File: src/rtl/fft_pkg.sv
// Shared constants and types for the FFT input framer and its sign-extension helper.
package fft_pkg;

  localparam int WIN      = 12;
  localparam int WOUT     = 22;
  localparam int N        = 16;
  localparam int CW       = 4;
  localparam int FRAC_IN  = 7;
  localparam int FRAC_OUT = 15;

  // Alignment of the binary point, and sign-guard bits above the input MSB.
  localparam int SHIFT = FRAC_OUT - FRAC_IN;
  localparam int GUARD = WOUT - WIN - SHIFT;

  typedef enum logic {
    ST_RUN = 1'b0,
    ST_PAD = 1'b1
  } state_t;

  typedef struct packed {
    logic [WOUT-1:0] re;
    logic [WOUT-1:0] im;
    logic            sof;
    logic            eof;
  } beat_t;

endpackage

File: src/rtl/s_ext_12_22.sv
// Lossless widening of a (1,12,7) word to (1,22,15): sign guard bits on top,
// zero fraction bits below. Inverse of the output saturator.
module s_ext_12_22
  import fft_pkg::*;
(
  input  logic [WIN-1:0]  i_din,
  output logic [WOUT-1:0] o_dout
);

  assign o_dout = {{GUARD{i_din[WIN-1]}}, i_din, {SHIFT{1'b0}}};

endmodule

File: src/rtl/s_ext_12_22_framer.sv
// Input framer: widens samples, groups them into N-point frames with sof/eof,
// and zero-pads frames cut short by in_last. Two-entry output FIFO.
module s_ext_12_22_framer
  import fft_pkg::*;
(
  input  logic            clk,
  input  logic            rst_n,
  input  logic            in_valid,
  output logic            in_ready,
  input  logic [WIN-1:0]  in_re,
  input  logic [WIN-1:0]  in_im,
  input  logic            in_last,
  output logic            out_valid,
  input  logic            out_ready,
  output logic [WOUT-1:0] out_re,
  output logic [WOUT-1:0] out_im,
  output logic            out_sof,
  output logic            out_eof,
  output logic            frame_err
);

  beat_t          r_head;
  beat_t          r_tail;
  logic [1:0]     r_cnt;
  logic [CW-1:0]  r_idx;
  state_t         r_state;
  logic           r_in_ready;
  logic           r_frame_err;

  logic [WOUT-1:0] w_re_ext;
  logic [WOUT-1:0] w_im_ext;
  logic            w_in_fire;
  logic            w_pad_fire;
  logic            w_push;
  logic            w_pop;
  logic            w_last_idx;
  logic            w_short;
  beat_t           w_beat;
  logic [1:0]      w_cnt_nxt;
  state_t          w_state_nxt;

  s_ext_12_22 u_ext_re (.i_din(in_re), .o_dout(w_re_ext));
  s_ext_12_22 u_ext_im (.i_din(in_im), .o_dout(w_im_ext));

  // r_in_ready is only ever high in ST_RUN, so no state qualifier is needed here.
  assign w_in_fire  = in_valid && r_in_ready;
  assign w_pad_fire = (r_state == ST_PAD) && (r_cnt < 2'd2);
  assign w_push     = w_in_fire || w_pad_fire;
  assign w_pop      = (r_cnt != 2'd0) && out_ready;
  assign w_last_idx = (r_idx == CW'(N - 1));
  assign w_short    = w_in_fire && in_last && !w_last_idx;

  // NOTE: every always_comb output gets a default first so no path can infer a latch.
  always_comb begin
    w_beat     = '0;
    w_beat.sof = (r_idx == '0);
    w_beat.eof = w_last_idx;
    if (r_state == ST_RUN) begin
      w_beat.re = w_re_ext;
      w_beat.im = w_im_ext;
    end

    w_cnt_nxt = r_cnt;
    if (w_push && !w_pop)      w_cnt_nxt = r_cnt + 2'd1;
    else if (!w_push && w_pop) w_cnt_nxt = r_cnt - 2'd1;

    w_state_nxt = r_state;
    case (r_state)
      ST_RUN:  if (w_short) w_state_nxt = ST_PAD;
      ST_PAD:  if (w_pad_fire && w_last_idx) w_state_nxt = ST_RUN;
      default: w_state_nxt = ST_RUN;
    endcase
  end

  // NOTE: sequential state uses non-blocking assignments only; the FIFO slots are
  // reset too so the outputs read zero straight out of reset.
  always_ff @(posedge clk or negedge rst_n) begin
    if (!rst_n) begin
      r_head      <= '0;
      r_tail      <= '0;
      r_cnt       <= 2'd0;
      r_idx       <= '0;
      r_state     <= ST_RUN;
      r_in_ready  <= 1'b0;
      r_frame_err <= 1'b0;
    end else begin
      r_state     <= w_state_nxt;
      r_cnt       <= w_cnt_nxt;
      r_in_ready  <= (w_cnt_nxt < 2'd2) && (w_state_nxt == ST_RUN);
      r_frame_err <= w_short;
      // N is a power of two, so the natural wrap of r_idx closes each frame.
      if (w_push) r_idx <= r_idx + CW'(1);

      if (w_pop) begin
        if (w_push && r_cnt == 2'd1) r_head <= w_beat;
        else                         r_head <= r_tail;
      end else if (w_push) begin
        if (r_cnt == 2'd0) r_head <= w_beat;
        else               r_tail <= w_beat;
      end
    end
  end

  assign in_ready  = r_in_ready;
  assign out_valid = (r_cnt != 2'd0);
  assign out_re    = r_head.re;
  assign out_im    = r_head.im;
  assign out_sof   = r_head.sof;
  assign out_eof   = r_head.eof;
  assign frame_err = r_frame_err;

endmodule

File: config.mk
export PLATFORM = sky130hd
export DESIGN_NAME = s_ext_12_22_framer
export DESIGN_NICKNAME = d
export VERILOG_FILES = /design/src/rtl/fft_pkg.sv /design/src/rtl/s_ext_12_22.sv /design/src/rtl/s_ext_12_22_framer.sv
export SDC_FILE = /design/constraint.sdc
export NUM_CORES = 1
export LEC_CHECK = 0
export ABC_AREA = 1
export CAP_MARGIN = 20
export CORE_MARGIN = 4
export CORE_UTILIZATION = 30
export DETAILED_ROUTE_END_ITERATION = 6
export HOLD_SLACK_MARGIN = 0.05
export PLACE_DENSITY = 0.53
export SLEW_MARGIN = 20
export SYNTH_ARGS = -nofsm -noshare
export SYNTH_HDL_FRONTEND = slang
export SYNTH_SLANG_ARGS = --single-unit
File: constraint.sdc
create_clock -name clk -period 2.55 [get_ports clk]
set_clock_uncertainty 0.05 [all_clocks]
set_input_delay 0.51 -clock clk [delete_from_list [all_inputs] [get_ports clk]]
set_output_delay 0.51 -clock clk [all_outputs]
set_load 0.01 [all_outputs]
==> qor_table.md, run 1 <==
| Metric | This run | Unit |
|:---|:---|:---|
| Run status | complete, no violations | - |
| Starting utilization of the core area | 0.3101 | - |
| Number of gates given a new drive strength after cts | 0 | - |
| Seq/Total Area, Yosys | 0.5012 | - |
| Via count of the routed design | 2501 | - |
| Critical path's most frequent cell | sky130_fd_sc_hd__inv_1 | - |
| CP Class | register to output port | - |
| Leakage power figure | 1.946 | nW |
| Final nets | 473 | - |
| Die outline height | 108.8 | µm |
| Wire length on met3 | 487 | µm |
| Total congestion overflow | 0 | - |
| Top cell family by delay on the critical path | buffers and inverters | - |
| Max_cap viols | 0 | - |
| Power density over cell area | 1210 | nW/µm² |
| Cell with the largest stage delay on the worst path | sky130_fd_sc_hd__clkdlybuf4s50_1 | - |
| Arr. time, crit path | 1660 | ps |
| Yosys synthesis warning count | 0 | - |
| Hold violation total from the final report | 0 | - |
| Final ANT Viol Nets | 0 | - |
| Cell area after synthesis | 3045 | µm² |
| Worst-path cell chain | inv_1 -> ha_1 -> inv_1 -> clkdlybuf4s50_1 | - |
| Sum Neg Setup Slack | 0 | ps |
| Fraction of post-synthesis cell area in the top cell type by area | 0.5012 | - |
| Detailed Route WL | 7387 | µm |
| Most used standard cells in the synthesized netlist | sky130_fd_sc_hd__nand2_1 (135), sky130_fd_sc_hd__dfrtp_1 (61), sky130_fd_sc_hd__nand3_1 (54), sky130_fd_sc_hd__inv_1 (35), sky130_fd_sc_hd__o21ai_0 (30) | - |
| Buffers on Ports | 61 | - |
| Synth-to-Final Area Change | 28.72 | % |
| I/O Pins | 78 | - |
| Worst VDD drop | 497.0 | µV |
| Post-synthesis sequential element count | 61 | - |
| Most area-hungry cell type in the Yosys netlist | sky130_fd_sc_hd__dfrtp_1 | - |
| Cells after synthesis | 378 | - |
| Die area | 11830 | µm² |
| Most frequently used cell type in the post-synthesis netlist | sky130_fd_sc_hd__nand2_1 | - |
| Critical path buffers and inverters | 3 | - |
| FFs w/ async S/R, synth | 1.000 | - |
| Pin count of the biggest net entering global routing | 32 | - |
| Number of vias per cell | 4.342 | - |
| Share of cells above drive strength 1 | 0.07901 | - |
| Post-CTS Repair Setup Buffers | 0 | - |
| Root Buffer | sky130_fd_sc_hd__clkbuf_8 | - |
| Final weighted congestion in routability-driven placement | 0.7883 | - |
| Fmax | 450.3 | MHz |
| TritonRoute pass-1 iters | 4 | - |
| Area inside the core boundary | 9819 | µm² |
| Number of CTS-inserted buffers | 9 | - |
| TritonCTS clock tree | yes | - |
| Element type at the critical path start | register | - |
| Post-layout minimum cycle time | 2221 | ps |
| Max FO, Critical Path | 3 | - |
| Final antenna diode count | 0 | - |
| Final period util | 0.8708 | - |
| Post-detailed-route DRC marker count | 0 | - |
| Area contributors post-synth | sky130_fd_sc_hd__dfrtp_1 (50%), sky130_fd_sc_hd__nand2_1 (17%), sky130_fd_sc_hd__nand3_1 (8.9%), sky130_fd_sc_hd__buf_4 (5.9%), sky130_fd_sc_hd__o21ai_0 (4.9%) | - |
| Setup repair after global routing missed its margin | false | - |
| Slew of the pin with the lowest slew margin | 875.7 | ps |
| Maximum number of buffers from clock root to sink | 2 | - |
| Number of DRC markers in iteration 0 | 144 | - |
| Htree depth | 3 | - |
| Post-DP HPWL | 4973 | µm |
| Overall die width | 108.8 | µm |
| Clock transition at the registers of the reported paths | 70 | ps |
| Initial antenna violation count | 0 | - |
| Post-synth cell types | 20 | - |
| DR WL met2 | 3477 | µm |
| Post-synth EDFFs | 0 | - |
| Clock Latency Late Sink | 340 | ps |
| Number of sinks on the clock net | 61 | - |
| Tot GR Track Use | 0.1344 | - |
| Post-DR wirelength/cell | 12.82 | µm |
| Hold_buf cts | 0 | - |
| Class of the most critical hold timing path | primary input to async pin | - |
| PnR Total Power | 0.004742 | W |
| CP Capture Type | output port | - |
| Max-slew violation total from the final report | 0 | - |
| Global-route wire length before repair | 12490 | µm |
| Most instantiated flip-flop cell in the synthesis netlist | sky130_fd_sc_hd__dfrtp_1 | - |
| Maximum cell stage delay along the critical path | 550 | ps |
| Number of standard-cell rows in the floorplan | 36 | - |
| Uppermost layer routed | met4 | - |
| Total setup violations reported at the end of the flow | 0 | - |
| Worst slew margin relative to its limit | 0.4156 | - |
| Met1 Wirelength | 3330 | µm |
| Average size of a mapped cell | 8.057 | µm² |
| Worst EP required | 1990 | ps |
| Vias in the first global route | 2553 | - |
placed cells by master (no fill, tap or decap):
master,instances
sky130_fd_sc_hd__o21ai_1,1
sky130_fd_sc_hd__inv_1,35
sky130_fd_sc_hd__nand3_1,54
sky130_fd_sc_hd__clkdlybuf4s50_1,60
sky130_fd_sc_hd__conb_1,16
sky130_fd_sc_hd__o21ai_0,30
sky130_fd_sc_hd__clkinvlp_4,1
sky130_fd_sc_hd__a21oi_1,1
sky130_fd_sc_hd__buf_4,10
sky130_fd_sc_hd__nand4_1,2
sky130_fd_sc_hd__nor2_1,3
sky130_fd_sc_hd__inv_4,1
sky130_fd_sc_hd__inv_2,2
sky130_fd_sc_hd__clkbuf_8,12
sky130_fd_sc_hd__bufinv_16,1
sky130_fd_sc_hd__nand2_4,3
sky130_fd_sc_hd__clkbuf_1,1
sky130_fd_sc_hd__ha_1,6
sky130_fd_sc_hd__dfrtp_1,61
sky130_fd_sc_hd__clkinv_2,1
sky130_fd_sc_hd__buf_2,1
sky130_fd_sc_hd__a31oi_4,1
sky130_fd_sc_hd__xor2_1,3
sky130_fd_sc_hd__nand2_2,2
sky130_fd_sc_hd__nand2_1,135
per-stage QoR:
step           hold slack [ps]  utilization  worst slack, ps  instance area (µm²)  cells
2_1_floorplan            164.4            -            719.0                 3102    393
3_3_place_gp             416.1       0.3777            313.1                 3709    560
3_5_place_dp             414.3       0.3777            298.6                 3709    560
4_1_cts                  185.7       0.3992            299.4                 3920    576
5_1_grt                  208.2       0.3992            228.2                 3920    576
6_report                 168.2       0.3992            329.3                 3920    576
routing by layer:
layer / vias to the layer above / GRT usage
met2: 62 / 0.2154
li1: 1272 / -
met5: - / 0
met3: 6 / 0.03908
met1: 1161 / 0.1728
met4: 0 / 0.04869
sequential cells by signal (all words and copies together), names as in the netlist:
name	count
in_ready	1
r_idx	4
r_tail	26
r_cnt	2
out_im	12
out_re	12
r_state	1
out_eof	1
frame_err	1
out_sof	1
worst reg2reg max path, delay by kind of cell, from the launching register on:
kind	cells	cell delay, ps
buffers and inverters	3	380
flip-flops	1	370
adder cells (fa/ha/maj)	2	490
AND/OR/NAND/NOR	2	150
AO/OA/AOI/OAI	2	260
power breakdown:
part           internal, W  total [W]  leakage (nW)  switching [W]
Sequential         0.00138    0.00160         0.788       0.000226
Clock             0.000531   0.000910         0.106       0.000380
Combinational     0.000934    0.00223          1.05        0.00130
Total              0.00284    0.00474          1.95        0.00190
logic make-up (layout without fill, tap and decap cells):
family / Yosys count / in the layout / share of synthesized area
xor gates and xnor gates: 3 / 3 / 0.008629
and+or+nand+nor: 199 / 199 / 0.2781
DFF: 61 / 61 / 0.5012
AOI/OAI and AO/OA: 33 / 33 / 0.05957
other: 1 / 16 / 0.001231
adders and majority gates: 6 / 6 / 0.02465
buffers and inverters: 75 / 125 / 0.1265
cell type report:
type,instances,area [µm²]
clock inverters,3,42.54
clock buffers,13,168.9
flip-flops and latches,61,1526
well taps,133,166.4
multi-input cells,257,1190
repair buffers,71,680.7
inverters,38,145.1
fillers,1022,5899
path summary, 6_finish.rpt:
path | from | to | slack, ps | depth (start not counted)
min in group clk | out_re[11] | out_re[11] | 430 | 2
setup reg to reg | r_cnt[0] | in_ready | 720 | 9
max in group asynchronous | rst_n | r_tail[18] | 1560 | 2
hold / removal | rst_n | out_re[14] | 170 | 1
hold reg to reg | out_re[11] | out_re[11] | 430 | 2
setup / recovery | r_cnt[0] | out_valid | 330 | 4
Note: power is estimated with default switching activity, not from simulation.
==> inputs of run 2 (changes only) <==
--- a/config.mk
+++ b/config.mk
@@ -7,11 +7,13 @@
 export LEC_CHECK = 0
 export ABC_AREA = 1
 export CAP_MARGIN = 20
-export CORE_MARGIN = 4
+export CELL_PAD_IN_SITES_DETAIL_PLACEMENT = 1
+export CELL_PAD_IN_SITES_GLOBAL_PLACEMENT = 1
+export CORE_MARGIN = 1.5
 export CORE_UTILIZATION = 30
 export DETAILED_ROUTE_END_ITERATION = 6
 export HOLD_SLACK_MARGIN = 0.05
-export PLACE_DENSITY = 0.53
+export PLACE_DENSITY = 0.69
 export SLEW_MARGIN = 20
 export SYNTH_ARGS = -nofsm -noshare
 export SYNTH_HDL_FRONTEND = slang
==> run 2 against run 1 <==
  * Fmax fell by 0.96%
  * Design area fell by 1.1%
  * Setup slack got worse by 22 ps
  * Sequential power barely moved
  * Largest power group unchanged
  * Critical path type unchanged
  * Die area fell by 9.0%
  * Routed wire length rose by 8.5%
  * Cell count rose by 0.17%
==> qor_table.md, run 2 (synthesis results as in run 1) <==
| Metric | This run | Unit | Change |
|:---|:---|:---|:---|
| Arr. time, crit path | 1680 | ps | +20 ps |
| Share of cells above drive strength 1 | 0.07883 | - | -0.0001779 |
| Max FFs per register | 26 | - | unchanged |
| Total congestion overflow | 0 | - | unchanged |
| Root Buffer | sky130_fd_sc_hd__clkbuf_8 | - |  |
| Class of the most critical hold timing path | primary input to async pin | - |  |
| Element type at the critical path start | register | - |  |
| Switching fraction of total power | 0.4235 | - | +0.02260 |
| Buffers on Ports | 61 | - | unchanged |
| Via count of the routed design | 2614 | - | +4.5% |
| TritonCTS clock tree | yes | - |  |
| Pin count of the biggest net entering global routing | 33 | - | +3.1% |
| TritonRoute pass-1 iters | 4 | - | unchanged |
| Critical path's most frequent cell | sky130_fd_sc_hd__inv_1 | - |  |
| Global-route wire length before repair | 13630 | µm | +9.1% |
| Final ANT Viol Nets | 0 | - | unchanged |
| Final nets | 474 | - | +0.21% |
| Htree depth | 3 | - | unchanged |
| Area inside the core boundary | 9819 | µm² | unchanged |
| Max FO, Critical Path | 3 | - | unchanged |
| Number of sinks on the clock net | 61 | - | unchanged |
| Hold violation total from the final report | 0 | - | unchanged |
| Power density over cell area | 1196 | nW/µm² | -1.1% |
| Maximum cell stage delay along the critical path | 550 | ps | about the same |
| Most common library cell in the layout ignoring fill and taps | sky130_fd_sc_hd__nand2_1 | - |  |
| Post-DP HPWL | 5542 | µm | +11% |
| Initial antenna violation count | 0 | - | unchanged |
| Reg with most FFs | r_tail | - |  |
| Post-CTS Repair Setup Buffers | 0 | - | unchanged |
| Worst slew margin relative to its limit | 0.5536 | - | +0.1380 |
| Post-detailed-route DRC marker count | 0 | - | unchanged |
| Worst-path cell chain | inv_1 -> ha_1 -> inv_1 -> clkdlybuf4s50_1 | - |  |
| Vias in the first global route | 2759 | - | +8.1% |
| Number of CTS-inserted buffers | 9 | - | unchanged |
| Flop2flop setup slack | 650 | ps | -70 ps |
| Area post-placement | 3716 | µm² | +0.20% |
| Leakage power figure | 1.928 | nW | -0.93% |
| Clock transition at the registers of the reported paths | 60 | ps | about the same |
| Number of vias per cell | 4.530 | - | +4.3% |
| Number of gates given a new drive strength after cts | 0 | - | unchanged |
| Clock Latency Late Sink | 340 | ps | about the same |
| Clock network power share | 0.156 | - | -0.036 |
| Maximum number of buffers from clock root to sink | 2 | - | unchanged |
| Starting utilization of the core area | 0.3101 | - | unchanged |
| Die area | 10770 | µm² | -9.0% |
| Critical path buffers and inverters | 3 | - | unchanged |
| Worst VDD drop | 331.2 | µV | -33% |
| Top cell family by delay on the critical path | buffers and inverters | - |  |
| Overall die width | 103.8 | µm | -4.6% |
| Die outline height | 103.8 | µm | -4.6% |
| Total setup violations reported at the end of the flow | 0 | - | unchanged |
| Number of DRC markers in iteration 0 | 41 | - | -72% |
| Final period util | 0.8793 | - | +0.008442 |
| Max-slew violation total from the final report | 0 | - | unchanged |
| Sum Neg Setup Slack | 0 | ps | unchanged |
| Run status | complete, no violations | - |  |
| Sequential Power Share | 0.348 | - | +0.010 |
| Max_cap viols | 0 | - | unchanged |
| Final instance area | 3875 | µm² | -1.1% |
| Most frequent cells in the layout | sky130_fd_sc_hd__nand2_1 (135), sky130_fd_sc_hd__dfrtp_1 (61), sky130_fd_sc_hd__clkdlybuf4s50_1 (60) | - |  |
| Worst EP required | 1990 | ps | about the same |
| Fmax | 446.0 | MHz | -0.96% |
| Hold_buf cts | 0 | - | unchanged |
| Setup repair after global routing missed its margin | false | - |  |
| Number of standard-cell rows in the floorplan | 36 | - | unchanged |
| Final weighted congestion in routability-driven placement | 0.7609 | - | -3.5% |
| Post-DR wirelength/cell | 13.89 | µm | +8.3% |
| Slew of the pin with the lowest slew margin | 668.9 | ps | -206.8 ps |
| Cell Int Power | 0.002672 | W | -5.9% |
| Final antenna diode count | 0 | - | unchanged |
| CP Capture Type | output port | - |  |
| Fin util | 0.3946 | - | -0.004587 |
| Net Sw Power | 0.001963 | W | +3.2% |
| Detailed Route WL | 8016 | µm | +8.5% |
| Cell with the largest stage delay on the worst path | sky130_fd_sc_hd__clkdlybuf4s50_1 | - |  |
| Synth-to-Final Area Change | 27.24 | % |  |
| Tot GR Track Use | 0.1591 | - | +0.02471 |
| Post-layout minimum cycle time | 2242 | ps | +21.53 ps |
| I/O Pins | 78 | - | unchanged |
| CP Class | register to output port | - |  |
| Proportion of power drawn by combinational gates | 0.496 | - | +0.026 |
| Number of fillers in the final layout | 1229 | - | +20% |
run 2: cell types whose count changed in the layout (fill, tap and decap cells not counted):
cell,change
sky130_fd_sc_hd__clkbuf_8,-3
sky130_fd_sc_hd__clkinv_2,+3
sky130_fd_sc_hd__buf_4,+1
sky130_fd_sc_hd__bufinv_16,-1
sky130_fd_sc_hd__clkbuf_1,+1
run 2: area by class of cell:
type / count / area [µm²] / share of cell area
Clock buffer: 11 / 131.4 / 0.03390
Timing Repair Buffer: 72 / 688.2 / 0.1776
Clock inverter: 5 / 27.53 / 0.007104
Tap cell: 133 / 166.4 / 0.04294
Multi-Input combinational cell: 257 / 1190 / 0.3071
Sequential cell: 61 / 1526 / 0.3939
Inverter: 38 / 145.1 / 0.03746
run 2: routing by layer:
layer	vias up	track usage	wire length, µm
met5	-	0	0
met2	58	0.2686	3937
met4	0	0.05853	135
met3	11	0.02706	248
li1	1274	-	-
met1	1271	0.2049	3694
run 2: metrics by stage:
stage               hold slack, ps  cells  power (W)  worst slack [ps]
floorplan                    164.4    393   0.003065             719.0
global placement             412.5    561   0.003867             359.1
detailed placement           418.0    561   0.003956             311.8
CTS                          153.2    577   0.004715             291.6
global route                 176.5    577   0.005072             215.2
finish                       138.5    577   0.004635             307.8
run 2: path summary, 6_finish.rpt:
kind	end	from	cells past startpoint
setup reg to reg	in_ready	r_cnt[0]	9
max in group asynchronous	r_tail[0]	rst_n	2
setup / recovery	out_valid	r_cnt[0]	4
hold / removal	frame_err	rst_n	1
hold reg to reg	out_im[10]	out_im[10]	2
min in group clk	out_im[10]	out_im[10]	2
run 2: power groups by stage:
stage	Combinational [W]	Sequential (W)	Clock [W]
2_1_floorplan	0.00140	0.00167	0
4_1_cts	0.00235	0.00162	0.000748
3_5_place_dp	0.00233	0.00163	0
5_1_grt	0.00262	0.00166	0.000792
6_report	0.00230	0.00161	0.000724
3_3_place_gp	0.00225	0.00161	0
==> inputs of run 3 (changes only) <==
--- a/config.mk
+++ b/config.mk
@@ -12,7 +12,7 @@
 export CORE_MARGIN = 1.5
 export CORE_UTILIZATION = 30
 export DETAILED_ROUTE_END_ITERATION = 6
-export HOLD_SLACK_MARGIN = 0.05
+export HOLD_SLACK_MARGIN = 0.06
 export PLACE_DENSITY = 0.69
 export SLEW_MARGIN = 20
 export SYNTH_ARGS = -nofsm -noshare
==> results of run 3 <==
The final DEF is identical to that of run 2; final timing and power are the same.
